File: src/rtl/conf_multi_if.sv
// rtl/conf_multi_if.sv - AXI4-Lite slave bundle for conf_multi
interface conf_multi_if;
  logic [31:0] awaddr;
  logic        awvalid;
  logic        awready;
  logic [31:0] wdata;
  logic [3:0]  wstrb;
  logic        wvalid;
  logic        wready;
  logic [1:0]  bresp;
  logic        bvalid;
  logic        bready;
  logic [31:0] araddr;
  logic        arvalid;
  logic        arready;
  logic [31:0] rdata;
  logic [1:0]  rresp;
  logic        rvalid;
  logic        rready;

  modport slave (
    input  awaddr, awvalid, wdata, wstrb, wvalid, bready, araddr, arvalid, rready,
    output awready, wready, bresp, bvalid, arready, rdata, rresp, rvalid
  );

  modport master (
    output awaddr, awvalid, wdata, wstrb, wvalid, bready, araddr, arvalid, rready,
    input  awready, wready, bresp, bvalid, arready, rdata, rresp, rvalid
  );
endinterface

File: src/rtl/conf_multi.sv
// rtl/conf_multi.sv - AXI4-Lite multi-channel config block with command launch and IRQ
module conf_multi #(
  parameter logic [31:0] ADDR_BASE = 32'h0,
  parameter int          NCHAN     = 2,
  parameter int          NREG_LOG2 = 2,
  parameter logic [15:0] VERSION   = 16'h0002
) (
  input  logic                                ACLK,
  input  logic                                ARESET,
  conf_multi_if.slave                         s_axi,
  output logic [NCHAN-1:0]                    CONFIG_VALID,
  input  logic [NCHAN-1:0]                    CONFIG_READY,
  input  logic [NCHAN-1:0]                    CONFIG_DONE,
  output logic [NCHAN*(2**NREG_LOG2)*32-1:0]  CONFIG_DATA,
  output logic                                CONFIG_IRQ
);
  localparam int NREG = 2**NREG_LOG2;
  localparam int CW   = $clog2(NCHAN + 1);
  localparam int AL   = 2 + NREG_LOG2 + CW;
  localparam logic [CW-1:0] GLOBAL_CHAN = CW'(NCHAN);

  typedef enum logic {W_IDLE, W_RESP} w_state_t;
  typedef enum logic {R_IDLE, R_DATA} r_state_t;
  typedef enum logic [1:0] {CH_IDLE, CH_PEND, CH_RUN} ch_state_t;

  w_state_t  w_state, w_next;
  r_state_t  r_state, r_next;
  ch_state_t ch_state [NCHAN];
  ch_state_t ch_next  [NCHAN];

  logic        aw_held, w_held;
  logic [31:0] aw_addr, w_data;
  logic [3:0]  w_strb;
  logic [1:0]  bresp_q, rresp_q;
  logic [31:0] rdata_q;
  logic [31:0] data_q [NCHAN][NREG];
  logic [31:0] cnt_q  [NCHAN];
  logic [NCHAN-1:0] pend_q, mask_q;
  logic        irq_q;

  logic [CW-1:0]        wr_chan, rd_chan;
  logic [NREG_LOG2-1:0] wr_reg, rd_reg;
  logic        commit, wr_global, wr_locked, wr_ok, rd_global, rd_ok;
  logic [31:0] wmask, wbits, rd_value;
  logic [NCHAN-1:0] busy, launch, pend_set, pend_clr;
  logic        unused_addr_bits;

  function automatic logic in_window(input logic [31:0] a);
    return (a[31:AL] == ADDR_BASE[31:AL]) && (a[AL-1:NREG_LOG2+2] <= GLOBAL_CHAN);
  endfunction

  assign wr_chan = aw_addr[AL-1:NREG_LOG2+2];
  assign wr_reg  = aw_addr[NREG_LOG2+1:2];
  assign rd_chan = s_axi.araddr[AL-1:NREG_LOG2+2];
  assign rd_reg  = s_axi.araddr[NREG_LOG2+1:2];
  assign unused_addr_bits = ^{aw_addr[1:0], s_axi.araddr[1:0]};

  assign s_axi.awready = (w_state == W_IDLE) && !aw_held;
  assign s_axi.wready  = (w_state == W_IDLE) && !w_held;
  assign s_axi.bvalid  = (w_state == W_RESP);
  assign s_axi.bresp   = bresp_q;
  assign s_axi.arready = (r_state == R_IDLE);
  assign s_axi.rvalid  = (r_state == R_DATA);
  assign s_axi.rdata   = rdata_q;
  assign s_axi.rresp   = rresp_q;
  assign CONFIG_IRQ    = irq_q;

  always_comb begin : chan_status
    busy         = '0;
    CONFIG_VALID = '0;
    for (int c = 0; c < NCHAN; c++) begin
      busy[c]         = (ch_state[c] != CH_IDLE);
      CONFIG_VALID[c] = (ch_state[c] == CH_PEND);
    end
  end

  always_comb begin : config_data_pack
    CONFIG_DATA = '0;
    for (int c = 0; c < NCHAN; c++)
      for (int r = 0; r < NREG; r++)
        CONFIG_DATA[(c*NREG+r)*32 +: 32] = data_q[c][r];
  end

  // A committed write is refused while its channel has a command in flight.
  always_comb begin : write_decode
    wmask     = {{8{w_strb[3]}}, {8{w_strb[2]}}, {8{w_strb[1]}}, {8{w_strb[0]}}};
    wbits     = w_data & wmask;
    commit    = (w_state == W_IDLE) && aw_held && w_held;
    wr_global = (wr_chan == GLOBAL_CHAN);
    wr_locked = 1'b0;
    for (int c = 0; c < NCHAN; c++)
      if (wr_chan == CW'(c) && busy[c]) wr_locked = 1'b1;
    wr_ok    = in_window(aw_addr) && !wr_locked;
    launch   = '0;
    pend_clr = '0;
    for (int c = 0; c < NCHAN; c++)
      launch[c] = commit && wr_ok && (wr_chan == CW'(c)) && (wr_reg == '0) && (w_strb != 4'b0);
    if (commit && wr_ok && wr_global && wr_reg == NREG_LOG2'(0))
      pend_clr = wbits[NCHAN-1:0];
  end

  always_comb begin : read_mux
    rd_global = (rd_chan == GLOBAL_CHAN);
    rd_ok     = in_window(s_axi.araddr);
    rd_value  = '0;
    if (rd_global) begin
      if (rd_reg == NREG_LOG2'(0))      rd_value = 32'(pend_q);
      else if (rd_reg == NREG_LOG2'(1)) rd_value = 32'(mask_q);
      else if (rd_reg == NREG_LOG2'(2)) rd_value = 32'(busy);
      else if (rd_reg == NREG_LOG2'(3)) rd_value = {VERSION, 8'h00, 8'(NCHAN)};
    end else begin
      for (int c = 0; c < NCHAN; c++)
        if (rd_chan == CW'(c))
          rd_value = (rd_reg == '0) ? cnt_q[c] : data_q[c][rd_reg];
    end
  end

  always_comb begin : fsm_next
    w_next   = w_state;
    r_next   = r_state;
    pend_set = '0;
    case (w_state)
      W_IDLE:  if (commit) w_next = W_RESP;
      W_RESP:  if (s_axi.bready) w_next = W_IDLE;
      default: w_next = W_IDLE;
    endcase
    case (r_state)
      R_IDLE:  if (s_axi.arvalid) r_next = R_DATA;
      R_DATA:  if (s_axi.rready) r_next = R_IDLE;
      default: r_next = R_IDLE;
    endcase
    for (int c = 0; c < NCHAN; c++) begin
      ch_next[c] = ch_state[c];
      case (ch_state[c])
        CH_IDLE: if (launch[c]) ch_next[c] = CH_PEND;
        CH_PEND: if (CONFIG_READY[c]) ch_next[c] = CH_RUN;
        CH_RUN: begin
          if (CONFIG_DONE[c]) begin
            ch_next[c]  = CH_IDLE;
            pend_set[c] = 1'b1;
          end
        end
        default: ch_next[c] = CH_IDLE;
      endcase
    end
  end

  always_ff @(posedge ACLK or posedge ARESET) begin : fsm_state
    if (ARESET) begin
      w_state <= W_IDLE;
      r_state <= R_IDLE;
      for (int c = 0; c < NCHAN; c++) ch_state[c] <= CH_IDLE;
    end else begin
      w_state <= w_next;
      r_state <= r_next;
      for (int c = 0; c < NCHAN; c++) ch_state[c] <= ch_next[c];
    end
  end

  always_ff @(posedge ACLK or posedge ARESET) begin : datapath
    if (ARESET) begin
      aw_held <= 1'b0;
      w_held  <= 1'b0;
      aw_addr <= '0;
      w_data  <= '0;
      w_strb  <= '0;
      bresp_q <= 2'b00;
      rresp_q <= 2'b00;
      rdata_q <= '0;
      pend_q  <= '0;
      mask_q  <= '0;
      irq_q   <= 1'b0;
      for (int c = 0; c < NCHAN; c++) begin
        cnt_q[c] <= '0;
        for (int r = 0; r < NREG; r++) data_q[c][r] <= '0;
      end
    end else begin
      if (s_axi.awvalid && s_axi.awready) begin
        aw_held <= 1'b1;
        aw_addr <= s_axi.awaddr;
      end
      if (s_axi.wvalid && s_axi.wready) begin
        w_held <= 1'b1;
        w_data <= s_axi.wdata;
        w_strb <= s_axi.wstrb;
      end
      if (commit) begin
        aw_held <= 1'b0;
        w_held  <= 1'b0;
        bresp_q <= wr_ok ? 2'b00 : 2'b10;
      end
      if (s_axi.arvalid && s_axi.arready) begin
        rdata_q <= rd_ok ? rd_value : 32'h0;
        rresp_q <= rd_ok ? 2'b00 : 2'b10;
      end
      for (int c = 0; c < NCHAN; c++) begin
        for (int r = 0; r < NREG; r++)
          if (commit && wr_ok && wr_chan == CW'(c) && wr_reg == NREG_LOG2'(r))
            data_q[c][r] <= (data_q[c][r] & ~wmask) | wbits;
        if (launch[c])
          cnt_q[c] <= '0;
        else if (ch_state[c] != CH_IDLE && cnt_q[c] != 32'hFFFF_FFFF)
          cnt_q[c] <= cnt_q[c] + 32'd1;
      end
      // A completion landing on the same edge as its W1C clear wins.
      pend_q <= (pend_q & ~pend_clr) | pend_set;
      if (commit && wr_ok && wr_global && wr_reg == NREG_LOG2'(1))
        mask_q <= (mask_q & ~wmask[NCHAN-1:0]) | wbits[NCHAN-1:0];
      irq_q <= |(pend_q & mask_q);
    end
  end
endmodule

File: src/flat_wrapper.sv
// flat-port wrapper written by rule: the top's interface ports become plain ports
module conf_multi_flat 
#(
  parameter logic [31:0] ADDR_BASE = 32'h0,
  parameter int          NCHAN     = 2,
  parameter int          NREG_LOG2 = 2,
  parameter logic [15:0] VERSION   = 16'h0002
)
  (ACLK, ARESET, CONFIG_VALID, CONFIG_READY, CONFIG_DONE, CONFIG_DATA, CONFIG_IRQ, s_axi_awaddr, s_axi_awvalid, s_axi_wdata, s_axi_wstrb, s_axi_wvalid, s_axi_bready, s_axi_araddr, s_axi_arvalid, s_axi_rready, s_axi_awready, s_axi_wready, s_axi_bresp, s_axi_bvalid, s_axi_arready, s_axi_rdata, s_axi_rresp, s_axi_rvalid);
  conf_multi_if s_axi_i ();
  input  logic ACLK;
  input  logic ARESET;
  output logic [NCHAN-1:0] CONFIG_VALID;
  input  logic [NCHAN-1:0] CONFIG_READY;
  input  logic [NCHAN-1:0] CONFIG_DONE;
  output logic [NCHAN*(2**NREG_LOG2)*32-1:0] CONFIG_DATA;
  output logic CONFIG_IRQ;
  input wire logic [$bits(s_axi_i.awaddr)-1:0] s_axi_awaddr;
  input wire logic [$bits(s_axi_i.awvalid)-1:0] s_axi_awvalid;
  input wire logic [$bits(s_axi_i.wdata)-1:0] s_axi_wdata;
  input wire logic [$bits(s_axi_i.wstrb)-1:0] s_axi_wstrb;
  input wire logic [$bits(s_axi_i.wvalid)-1:0] s_axi_wvalid;
  input wire logic [$bits(s_axi_i.bready)-1:0] s_axi_bready;
  input wire logic [$bits(s_axi_i.araddr)-1:0] s_axi_araddr;
  input wire logic [$bits(s_axi_i.arvalid)-1:0] s_axi_arvalid;
  input wire logic [$bits(s_axi_i.rready)-1:0] s_axi_rready;
  output wire logic [$bits(s_axi_i.awready)-1:0] s_axi_awready;
  output wire logic [$bits(s_axi_i.wready)-1:0] s_axi_wready;
  output wire logic [$bits(s_axi_i.bresp)-1:0] s_axi_bresp;
  output wire logic [$bits(s_axi_i.bvalid)-1:0] s_axi_bvalid;
  output wire logic [$bits(s_axi_i.arready)-1:0] s_axi_arready;
  output wire logic [$bits(s_axi_i.rdata)-1:0] s_axi_rdata;
  output wire logic [$bits(s_axi_i.rresp)-1:0] s_axi_rresp;
  output wire logic [$bits(s_axi_i.rvalid)-1:0] s_axi_rvalid;
  assign s_axi_i.awaddr = s_axi_awaddr;
  assign s_axi_i.awvalid = s_axi_awvalid;
  assign s_axi_i.wdata = s_axi_wdata;
  assign s_axi_i.wstrb = s_axi_wstrb;
  assign s_axi_i.wvalid = s_axi_wvalid;
  assign s_axi_i.bready = s_axi_bready;
  assign s_axi_i.araddr = s_axi_araddr;
  assign s_axi_i.arvalid = s_axi_arvalid;
  assign s_axi_i.rready = s_axi_rready;
  assign s_axi_awready = s_axi_i.awready;
  assign s_axi_wready = s_axi_i.wready;
  assign s_axi_bresp = s_axi_i.bresp;
  assign s_axi_bvalid = s_axi_i.bvalid;
  assign s_axi_arready = s_axi_i.arready;
  assign s_axi_rdata = s_axi_i.rdata;
  assign s_axi_rresp = s_axi_i.rresp;
  assign s_axi_rvalid = s_axi_i.rvalid;
  conf_multi #(.ADDR_BASE(ADDR_BASE), .NCHAN(NCHAN), .NREG_LOG2(NREG_LOG2), .VERSION(VERSION)) u_core (.ACLK(ACLK), .ARESET(ARESET), .s_axi(s_axi_i), .CONFIG_VALID(CONFIG_VALID), .CONFIG_READY(CONFIG_READY), .CONFIG_DONE(CONFIG_DONE), .CONFIG_DATA(CONFIG_DATA), .CONFIG_IRQ(CONFIG_IRQ));
endmodule
File: config.mk
export PLATFORM = sky130hd
export DESIGN_NAME = conf_multi_flat
export DESIGN_NICKNAME = d
export VERILOG_FILES = /design/src/rtl/conf_multi_if.sv /design/src/rtl/conf_multi.sv /design/src/flat_wrapper.sv
export SDC_FILE = /design/constraint.sdc
export NUM_CORES = 1
export LEC_CHECK = 0
export CAP_MARGIN = 20
export CORE_MARGIN = 2
export CORE_UTILIZATION = 40
export DETAILED_ROUTE_END_ITERATION = 16
export DONT_BUFFER_PORTS = 1
export HOLD_SLACK_MARGIN = 0.1
export PLACE_DENSITY = 0.5
export SETUP_SLACK_MARGIN = 0.15
export SLEW_MARGIN = 20
export SYNTH_ARGS = -nofsm -noshare
export SYNTH_HDL_FRONTEND = slang
export SYNTH_SLANG_ARGS = --single-unit
File: constraint.sdc
create_clock -name ACLK -period 22.4 [get_ports ACLK]
set_clock_uncertainty 0.2 [all_clocks]
set_input_delay 6.72 -clock ACLK [delete_from_list [all_inputs] [get_ports ACLK]]
set_output_delay 6.72 -clock ACLK [all_outputs]
set_load 0.005 [all_outputs]
==> results of run 1 <==
==> worst max-delay path by stage <==
stage	startpoint	to	slack, ns	depth (start not counted)
global route	ARESET	u_core.w_data[10]	13.31	3
CTS	ARESET	async pin	13.58	3
global placement	ARESET	async pin	13.00	3
detailed placement	ARESET	async pin	12.94	3
floorplan	ARESET	async pin	3.42	1
finish	ARESET	async pin	13.76	3
==> logic make-up (layout without fill, tap and decap cells) <==
logic type      count (synthesis)  after routing  synth area share, %
compound gates                249            249                 8.30
xor+xnor                       22             22                0.950
fa+ha+maj                       2              2                0.123
buf+inv                       126            127                 3.15
flops                         433            433                 53.4
mux                           405            405                 23.7
other cells                     1              5               0.0185
simple gates                  341            341                 10.3
==> per-layer routing <==
| metal | up-vias | track usage [%] |
|---|---|---|
| met5 | - | 0 |
| met2 | 423 | 40.3 |
| met1 | 7053 | 32.5 |
| met4 | 0 | 6.70 |
| li1 | 5854 | - |
| met3 | 77 | 8.02 |
==> cells in the mapped netlist, drive strengths merged (2+ instances only) <==
cell type / number
mux2: 323
nor4: 31
a2111oi: 4
nor2: 51
o21bai: 3
a32o: 15
nor3: 13
or4: 15
or3: 18
mux2i: 54
o21ai: 64
mux4: 28
inv: 19
ha: 2
nor2b: 9
xnor2: 16
a22oi: 17
a211oi: 3
a311oi: 2
clkbuf: 38
and4: 11
o221ai: 16
a21boi: 2
nand3: 35
o311ai: 3
o22ai: 6
nand2b: 7
o211ai: 17
and2: 11
a21oi: 59
dfrtp: 433
nor4b: 2
buf: 69
a31oi: 4
nand4: 24
nand2: 68
or2: 3
a21o: 3
and3: 38
o31ai: 18
o2111ai: 3
xor2: 6
a22o: 4
==> power groups by stage <==
stage / registers (mW) / logic [mW] / clock network, mW
6_report: 0.976 / 0.178 / 0.815
5_1_grt: 0.992 / 0.198 / 0.864
4_1_cts: 0.975 / 0.182 / 0.832
3_5_place_dp: 0.990 / 0.182 / 0
3_3_place_gp: 0.986 / 0.178 / 0
2_1_floorplan: 0.921 / 0.170 / 0
==> through the flow <==
step	power [mW]	setup slack [ns]	hold slack [ns]	util, %	std cells
final	1.97	13.76	0.308	44.6	2256
after floorplan	1.09	3.42	0.267	-	1580
after global routing	2.05	13.31	0.333	44.6	2254
after global placement	1.16	13.00	0.292	41.4	2163
after CTS	1.99	13.58	0.313	44.6	2253
after detailed placement	1.17	12.94	0.300	41.4	2163
==> cell type report <==
type                       count  share of cell area, %
sequential                   433                   48.5
inverter                      19                  0.353
tap                          672                   3.76
antenna                        3                 0.0336
timing repair buffer          18                  0.605
clock inverter                24                   1.07
clock buffer                  66                   6.19
multi-input combinational   1021                   39.5
==> critical path: cells and delay by family <==
| kind | cells | cell delay, ns |
|---|---|---|
| buf+inv | 3 | 2.15 |
==> insert_results.sql, run 1 <==
INSERT INTO impl_metrics (metric_group, metric, value, unit) VALUES
('hold_path', 'holdPathStages', '1', ''),
('logic_synthesis', 'syn-cell-area', '20300', 'µm²'),
('critical_path', 'crit-reg2reg-launch', 'u_core.ch_state[2]', ''),
('cts', 'cts_inserted_buffers', '49', ''),
('layout', 'layout.filler_cells', '4719', ''),
('drt', 'routed_via_density', '5.94', ''),
('critical_path', 'worstSetupStartpointType', 'input port', ''),
('run', 'cap_violations', '0', ''),
('logic_synthesis', 'syn_inst', '1579', ''),
('global_routing', 'maximum_number_of_pins_on_one_net_before_global_route_repair', '117', ''),
('drt', 'post_drt_wl_per_cell', '29.2', 'µm'),
('critical_path', 'critical-path-top-cell-by-count', 'sky130_fd_sc_hd__buf_4', ''),
('logic_synthesis', 'syn_avg_cell_area', '12.8', 'µm²'),
('drt', 'met3_wirelength', '5.48', 'mm'),
('critical_path', 'cp_max_fo', '116', ''),
('drt', 'routed.top_layer', 'met4', ''),
('cts', 'ctsRootBufferMaster', 'sky130_fd_sc_hd__clkbuf_16', ''),
('logic_synthesis', 'synth_top_cell_area_share', '53.4', '%'),
('drt', 'drtIter0Drc', '932', ''),
('power_and_ir_drop', 'power_density', '88.2', 'nW/µm²'),
('timing', 'slew_headroom', '27.7', '%'),
('layout', 'multi_input_comb_area', '8820', 'µm²'),
('floorplan', 'floorplan.die.width', '229', 'µm'),
('placed_design', 'place_area', '20700', 'µm²'),
('timing', 'max_freq', '0.116', 'GHz'),
('logic_synthesis', 'post-synth-top-area-cell', 'sky130_fd_sc_hd__dfrtp_1', ''),
('timing', 'final.setup.tns', '0', 'ns'),
('critical_path', 'crit_required', '22.79', 'ns'),
('cts', 'post_cts_buffers', '0', ''),
('timing', 'min_period_over_period', '38.6', '%'),
('drt', 'met1_length', '27.6', 'mm'),
('layout', 'area_growth_syn_to_layout', '10.2', '%'),
('power_and_ir_drop', 'share_comb_of_total_power', '9.1', '%'),
('timing', 'hold_violations', '0', ''),
('floorplan', 'initial_core_util', '40.5', '%'),
('logic_synthesis', 'synth_top_flop_cell', 'sky130_fd_sc_hd__dfrtp_1', ''),
('layout', 'finalNetCount', '1655', ''),
('placed_design', 'hpwlAfterDp', '47.2', 'mm'),
('global_routing', 'globalRouteTotalUtil', '25.0', '%'),
('layout', 'layout_commonest_cell', 'sky130_fd_sc_hd__dfrtp_1', ''),
('global_routing', 'via_count_of_the_first_global_routing_pass', '13700', ''),
('global_routing', 'grt_overflow', '0', ''),
('cts', 'cts_hold_repair.buffers', '0', ''),
('critical_path', 'critical_path.endpoint_type', 'async pin', ''),
('logic_synthesis', 'synth-seq-cells', '433', ''),
('critical_path', 'worst_ep_arrival_time', '9.03', 'ns'),
('layout', 'layout-drive-gt1-share', '16.6', '%'),
('power_and_ir_drop', 'power.static_leakage', '10.4', 'nW'),
('hold_path', 'min_delay_path_class', 'reg2reg', ''),
('global_routing', 'grt_first_pass_wirelength', '97.2', 'mm'),
('critical_path', 'crit_path_max_incr_delay', '0.84', 'ns'),
('floorplan', 'die_area', '52500', 'µm²'),
('hold_path', 'min_from', 'u_core.aw_addr[17]', ''),
('logic_synthesis', 'distinct_cell_type_count_of_the_synthesized_netlist', '76', ''),
('layout', 'layout.cells.most_common_list', 'sky130_fd_sc_hd__dfrtp_1, sky130_fd_sc_hd__mux2_1, sky130_fd_sc_hd__mux2_2', ''),
('cts', 'worstSkewPairLatency', '0.58', 'ns'),
('critical_path', 'worst-r2r-setup-slack', '18.83', 'ns'),
('logic_synthesis', 'synth_sequential_area_ratio', '53.4', '%'),
('logic_synthesis', 'netlist_top_cells_area', 'sky130_fd_sc_hd__dfrtp_1, sky130_fd_sc_hd__mux2_1, sky130_fd_sc_hd__mux2_2', ''),
('cts', 'tritoncts_clock_tree', 'yes', ''),
('timing', 'timing_max_transition_violations_final', '0', ''),
('drt', 'met2RoutedLength', '31.3', 'mm'),
('placed_design', 'port_buffers', '0', ''),
('power_and_ir_drop', 'power_frac_seq', '49.6', '%'),
('timing', 'report.final.setup_viol', '0', ''),
('global_routing', 'grt_antenna_before_repair', '1', ''),
('cts', 'clock_slew_seen_by_the_registers_of_the_worst_setup_and_hold_paths', '0.06', 'ns'),
('floorplan', 'placementRows', '82', ''),
('status', 'status', 'complete, no violations', ''),
('power_and_ir_drop', 'power_switching_share', '28.1', '%'),
('critical_path', 'setup.worst_path.class', 'in2async', '');
Note: power is estimated with default switching activity, not from simulation.
==> inputs of run 2 (changes only) <==
- ABC_AREA: unset -> 1
- PLACE_DENSITY: 0.5 -> 0.52
- clock period: 22.4 -> 7.9 ns (I/O delays scaled with it)
==> run 2 against run 1 <==
  * Core utilization is 0.056 points higher
  * Worst hold slack worse by 0.041 ns
  * Via count is 25% higher
  * Clock-buffer cell count is 3 higher
  * Final cell count is 34% higher
  * Non-clock buffer count is 5 higher
  * Cell area is 0.29% lower
  * Critical path type is now in2reg
  * Highest routed layer unchanged
==> insert_results.sql, run 2 <==
INSERT INTO impl_metrics (metric_group, metric, value, unit) VALUES
('run', 'cap_violations', '0', ''),
('status', 'status', 'complete, no violations', ''),
('floorplan', 'die-height', '228', 'µm'),
('power_and_ir_drop', 'power_switching_share', '30.6', '%'),
('drt', 'routed_via_density', '5.56', ''),
('power_and_ir_drop', 'power_density', '267', 'nW/µm²'),
('timing', 'timing_max_transition_violations_final', '0', ''),
('drt', 'vias', '16800', ''),
('logic_synthesis', 'synth-compound-area-share', '14.1', '%'),
('layout', 'finalNetCount', '2418', ''),
('cts', 'tritoncts_clock_tree', 'yes', ''),
('power_and_ir_drop', 'power_frac_seq', '42.9', '%'),
('logic_synthesis', 'synthesized_area_fraction_occupied_by_and_or_nand_nor_cells', '23.5', '%'),
('logic_synthesis', 'post_synth_mux_area_share', '1.57', '%'),
('logic_synthesis', 'synth_edf_count', '0', ''),
('critical_path', 'setup.worst_path.class', 'in2reg', ''),
('critical_path', 'critical_path.endpoint', 'u_core.s_axi.rdata[23]', ''),
('global_routing', 'maximum_number_of_pins_on_one_net_before_global_route_repair', '166', ''),
('power_and_ir_drop', 'p_int', '4.13', 'mW'),
('timing', 'hold_violations', '0', ''),
('logic_synthesis', 'netlist_top_cells_area', 'sky130_fd_sc_hd__dfrtp_1, sky130_fd_sc_hd__nand2_1, sky130_fd_sc_hd__o21ai_0', ''),
('critical_path', 'worst-r2r-setup-slack', '3.75', 'ns'),
('drt', 'post-route-drc-count', '0', ''),
('layout', 'fin_area', '22300', 'µm²'),
('global_routing', 'grt_first_pass_wirelength', '108', 'mm'),
('cts', 'cts_inserted_buffers', '50', ''),
('power_and_ir_drop', 'netSwitchingPower', '1.82', 'mW'),
('logic_synthesis', 'synth-seq-cells', '433', ''),
('critical_path', 'critical_path.endpoint_type', 'flop', ''),
('power_and_ir_drop', 'clock_power_share', '42.1', '%'),
('drt', 'final_antenna_net_count', '0', ''),
('timing', 'max_freq', '0.226', 'GHz'),
('hold_path', 'min_delay_path_class', 'reg2reg', ''),
('drt', 'route.final.wire_length', '72.6', 'mm'),
('critical_path', 'worstSetupStartpointType', 'input port', ''),
('logic_synthesis', 'synth_xor_xnor_area_share', '0.218', '%'),
('logic_synthesis', 'synthMostInstantiatedCell', 'sky130_fd_sc_hd__nand2_1', ''),
('layout', 'layout-drive-gt1-share', '7.47', '%'),
('cts', 'clock_slew_seen_by_the_registers_of_the_worst_setup_and_hold_paths', '0.06', 'ns'),
('timing', 'timing_worst_slew_pin_value', '1.02', 'ns'),
('critical_path', 'cp_max_fo', '46', ''),
('floorplan', 'initial_core_util', '40.3', '%'),
('logic_synthesis', 'syn_avg_cell_area', '8.58', 'µm²'),
('floorplan', 'floorplan.die.width', '228', 'µm'),
('logic_synthesis', 'synth_sequential_area_ratio', '54.0', '%'),
('global_routing', 'via_count_of_the_first_global_routing_pass', '15900', ''),
('logic_synthesis', 'post-synth-top-area-cell', 'sky130_fd_sc_hd__dfrtp_1', ''),
('floorplan', 'io_pins', '411', ''),
('placed_design', 'place_area', '20500', 'µm²'),
('placed_design', 'finalWeightedCongestion', '0.927', ''),
('cts', 'post_cts_buffers', '0', ''),
('cts', 'post_cts_resized', '0', ''),
('critical_path', 'critPathLaunch', 's_axi_araddr[2]', ''),
('critical_path', 'reg2reg_depth', '8', ''),
('logic_synthesis', 'distinct_cell_type_count_of_the_synthesized_netlist', '42', ''),
('power_and_ir_drop', 'totalPowerFinal', '5.95', 'mW'),
('logic_synthesis', 'dominant_combinational_cell_family_by_area_after_synthesis', 'simple AND/OR/NAND/NOR gates', ''),
('cts', 'worstSkewPairLatency', '0.61', 'ns'),
('power_and_ir_drop', 'power.static_leakage', '10.2', 'nW'),
('floorplan', 'core_region_area', '49900', 'µm²'),
('power_and_ir_drop', 'irDropWorstVdd', '0.000300', 'V'),
('placed_design', 'hpwlAfterDp', '52.7', 'mm'),
('logic_synthesis', 'synth_fa_ha_area_share', '0.125', '%'),
('timing', 'grt_setup_unrepaired', 'false', ''),
('drt', 'number_of_iterations_in_the_first_detailed_routing_pass', '5', ''),
('power_and_ir_drop', 'share_comb_of_total_power', '15.0', '%'),
('logic_synthesis', 'synth.yosys.warnings', '0', ''),
('global_routing', 'grt_overflow', '0', ''),
('cts', 'ctsRootBufferMaster', 'sky130_fd_sc_hd__clkbuf_16', ''),
('logic_synthesis', 'synthTopCellsByCount', 'sky130_fd_sc_hd__nand2_1, sky130_fd_sc_hd__dfrtp_1, sky130_fd_sc_hd__o21ai_0', ''),
('critical_path', 'crit_required', '8.21', 'ns'),
('cts', 'cts_buffer_depth', '3', ''),
('global_routing', 'grt_antenna_before_repair', '0', ''),
('layout', 'final_core_utilization', '44.7', '%'),
('timing', 'min_period_over_period', '56.0', '%'),
('layout', 'layout.cells.most_common_list', 'sky130_fd_sc_hd__nand2_1, sky130_fd_sc_hd__dfrtp_1, sky130_fd_sc_hd__o21ai_0', ''),
('floorplan', 'die_area', '52000', 'µm²'),
('cts', 'clock_tree.htree_level_count', '2', ''),
('cts', 'cts_num_sinks', '433', ''),
('critical_path', 'worst_ep_arrival_time', '4.74', 'ns'),
('global_routing', 'globalRouteTotalUtil', '27.7', '%'),
('cts', 'cts_hold_repair.buffers', '0', ''),
('placed_design', 'port_buffers', '0', ''),
('logic_synthesis', 'synth_top_cell_area_share', '54.0', '%'),
('layout', 'area_growth_syn_to_layout', '11.0', '%'),
('logic_synthesis', 'syn_inst', '2339', ''),
('timing', 'report.final.setup_viol', '0', ''),
('timing', 'slew_headroom', '32.1', '%'),
('layout', 'layout_commonest_cell', 'sky130_fd_sc_hd__nand2_1', ''),
('logic_synthesis', 'synth_top_flop_cell', 'sky130_fd_sc_hd__dfrtp_1', ''),
('logic_synthesis', 'synth_async_sr_flop_share', '100', '%'),
('critical_path', 'crit-reg2reg-launch', 'u_core.ch_state[1]', ''),
('logic_synthesis', 'syn-cell-area', '20100', 'µm²'),
('drt', 'post_drt_wl_per_cell', '24.1', 'µm'),
('drt', 'drtIter0Drc', '1673', ''),
('layout', 'antenna-diode-count', '0', ''),
('timing', 'min_period', '4.43', 'ns'),
('floorplan', 'placementRows', '82', '');
[run 2: cell type report]
type                    count  area [µm²]
flip-flops and latches    433       10800
inverters                 178         672
fillers                  4998       27600
well taps                 672         841
multi-input cells        1619        7960
clock inverters            20         330
repair buffers             23         198
clock buffers              69        1440
[run 2: metrics by stage]
step	setup TNS, ns	setup WS, ns	cells	hold slack, ns
final	0	3.47	3014	0.267
after global routing	0	3.36	3014	0.299
after global placement	0	2.85	2925	0.248
after CTS	0	3.47	3014	0.272
after detailed placement	0	2.83	2925	0.264
after floorplan	-224.01	-0.517	2340	0.229
[run 2: critical path, cell delays in order]
cell and delay, ns:
sky130_fd_sc_hd__inv_1 0.55, sky130_fd_sc_hd__nand2_1 0.10, sky130_fd_sc_hd__buf_4 0.35, sky130_fd_sc_hd__inv_1 0.37, sky130_fd_sc_hd__buf_4 0.35, sky130_fd_sc_hd__a21oi_1 0.11
sky130_fd_sc_hd__o21ai_0 0.12, sky130_fd_sc_hd__nand3_1 0.15, sky130_fd_sc_hd__o21ai_0 0.21
[run 2: routing by layer]
| layer | track usage [%] | up-vias | routed length (µm) |
|---|---|---|---|
| met5 | 0 | - | 0 |
| met4 | 8.93 | 0 | 2150 |
| met3 | 7.59 | 100 | 6650 |
| met2 | 42.4 | 700 | 32700 |
| met1 | 38.2 | 8260 | 31100 |
| li1 | - | 7703 | - |
[run 2: kinds of logic (layout without fill, tap and decap cells)]
family / Yosys count / in the layout
AND/OR/NAND/NOR: 1061 / 1061
AO/OA/AOI/OAI: 521 / 521
flip-flops: 433 / 433
buffers and inverters: 288 / 290
multiplexers: 28 / 28
XOR/XNOR: 5 / 5
adder cells (fa/ha/maj): 2 / 2
other: 1 / 2
[run 2: worst min path at each step]
stage,startpoint,to,slack [ns],cells after the start
3_5_place_dp,u_core.ch_state[0],u_core.ch_state[1],0.26,1
4_1_cts,u_core.ch_state[0],u_core.ch_state[1],0.27,1
5_1_grt,u_core.ch_state[2],u_core.ch_state[3],0.30,1
3_3_place_gp,u_core.ch_state[2],u_core.ch_state[3],0.25,1
2_1_floorplan,u_core.ch_state[2],u_core.ch_state[3],0.23,1
6_report,u_core.ch_state[2],u_core.ch_state[3],0.27,1
[run 2: power by group through the flow]
stage                     Clock, mW  Combinational [mW]  Sequential, mW
after global routing           2.64               0.982            2.58
final                          2.51               0.892            2.55
after global placement            0               0.874            2.58
after detailed placement          0               0.887            2.59
after floorplan                   0               0.630            2.51
after CTS                      2.55               0.890            2.55
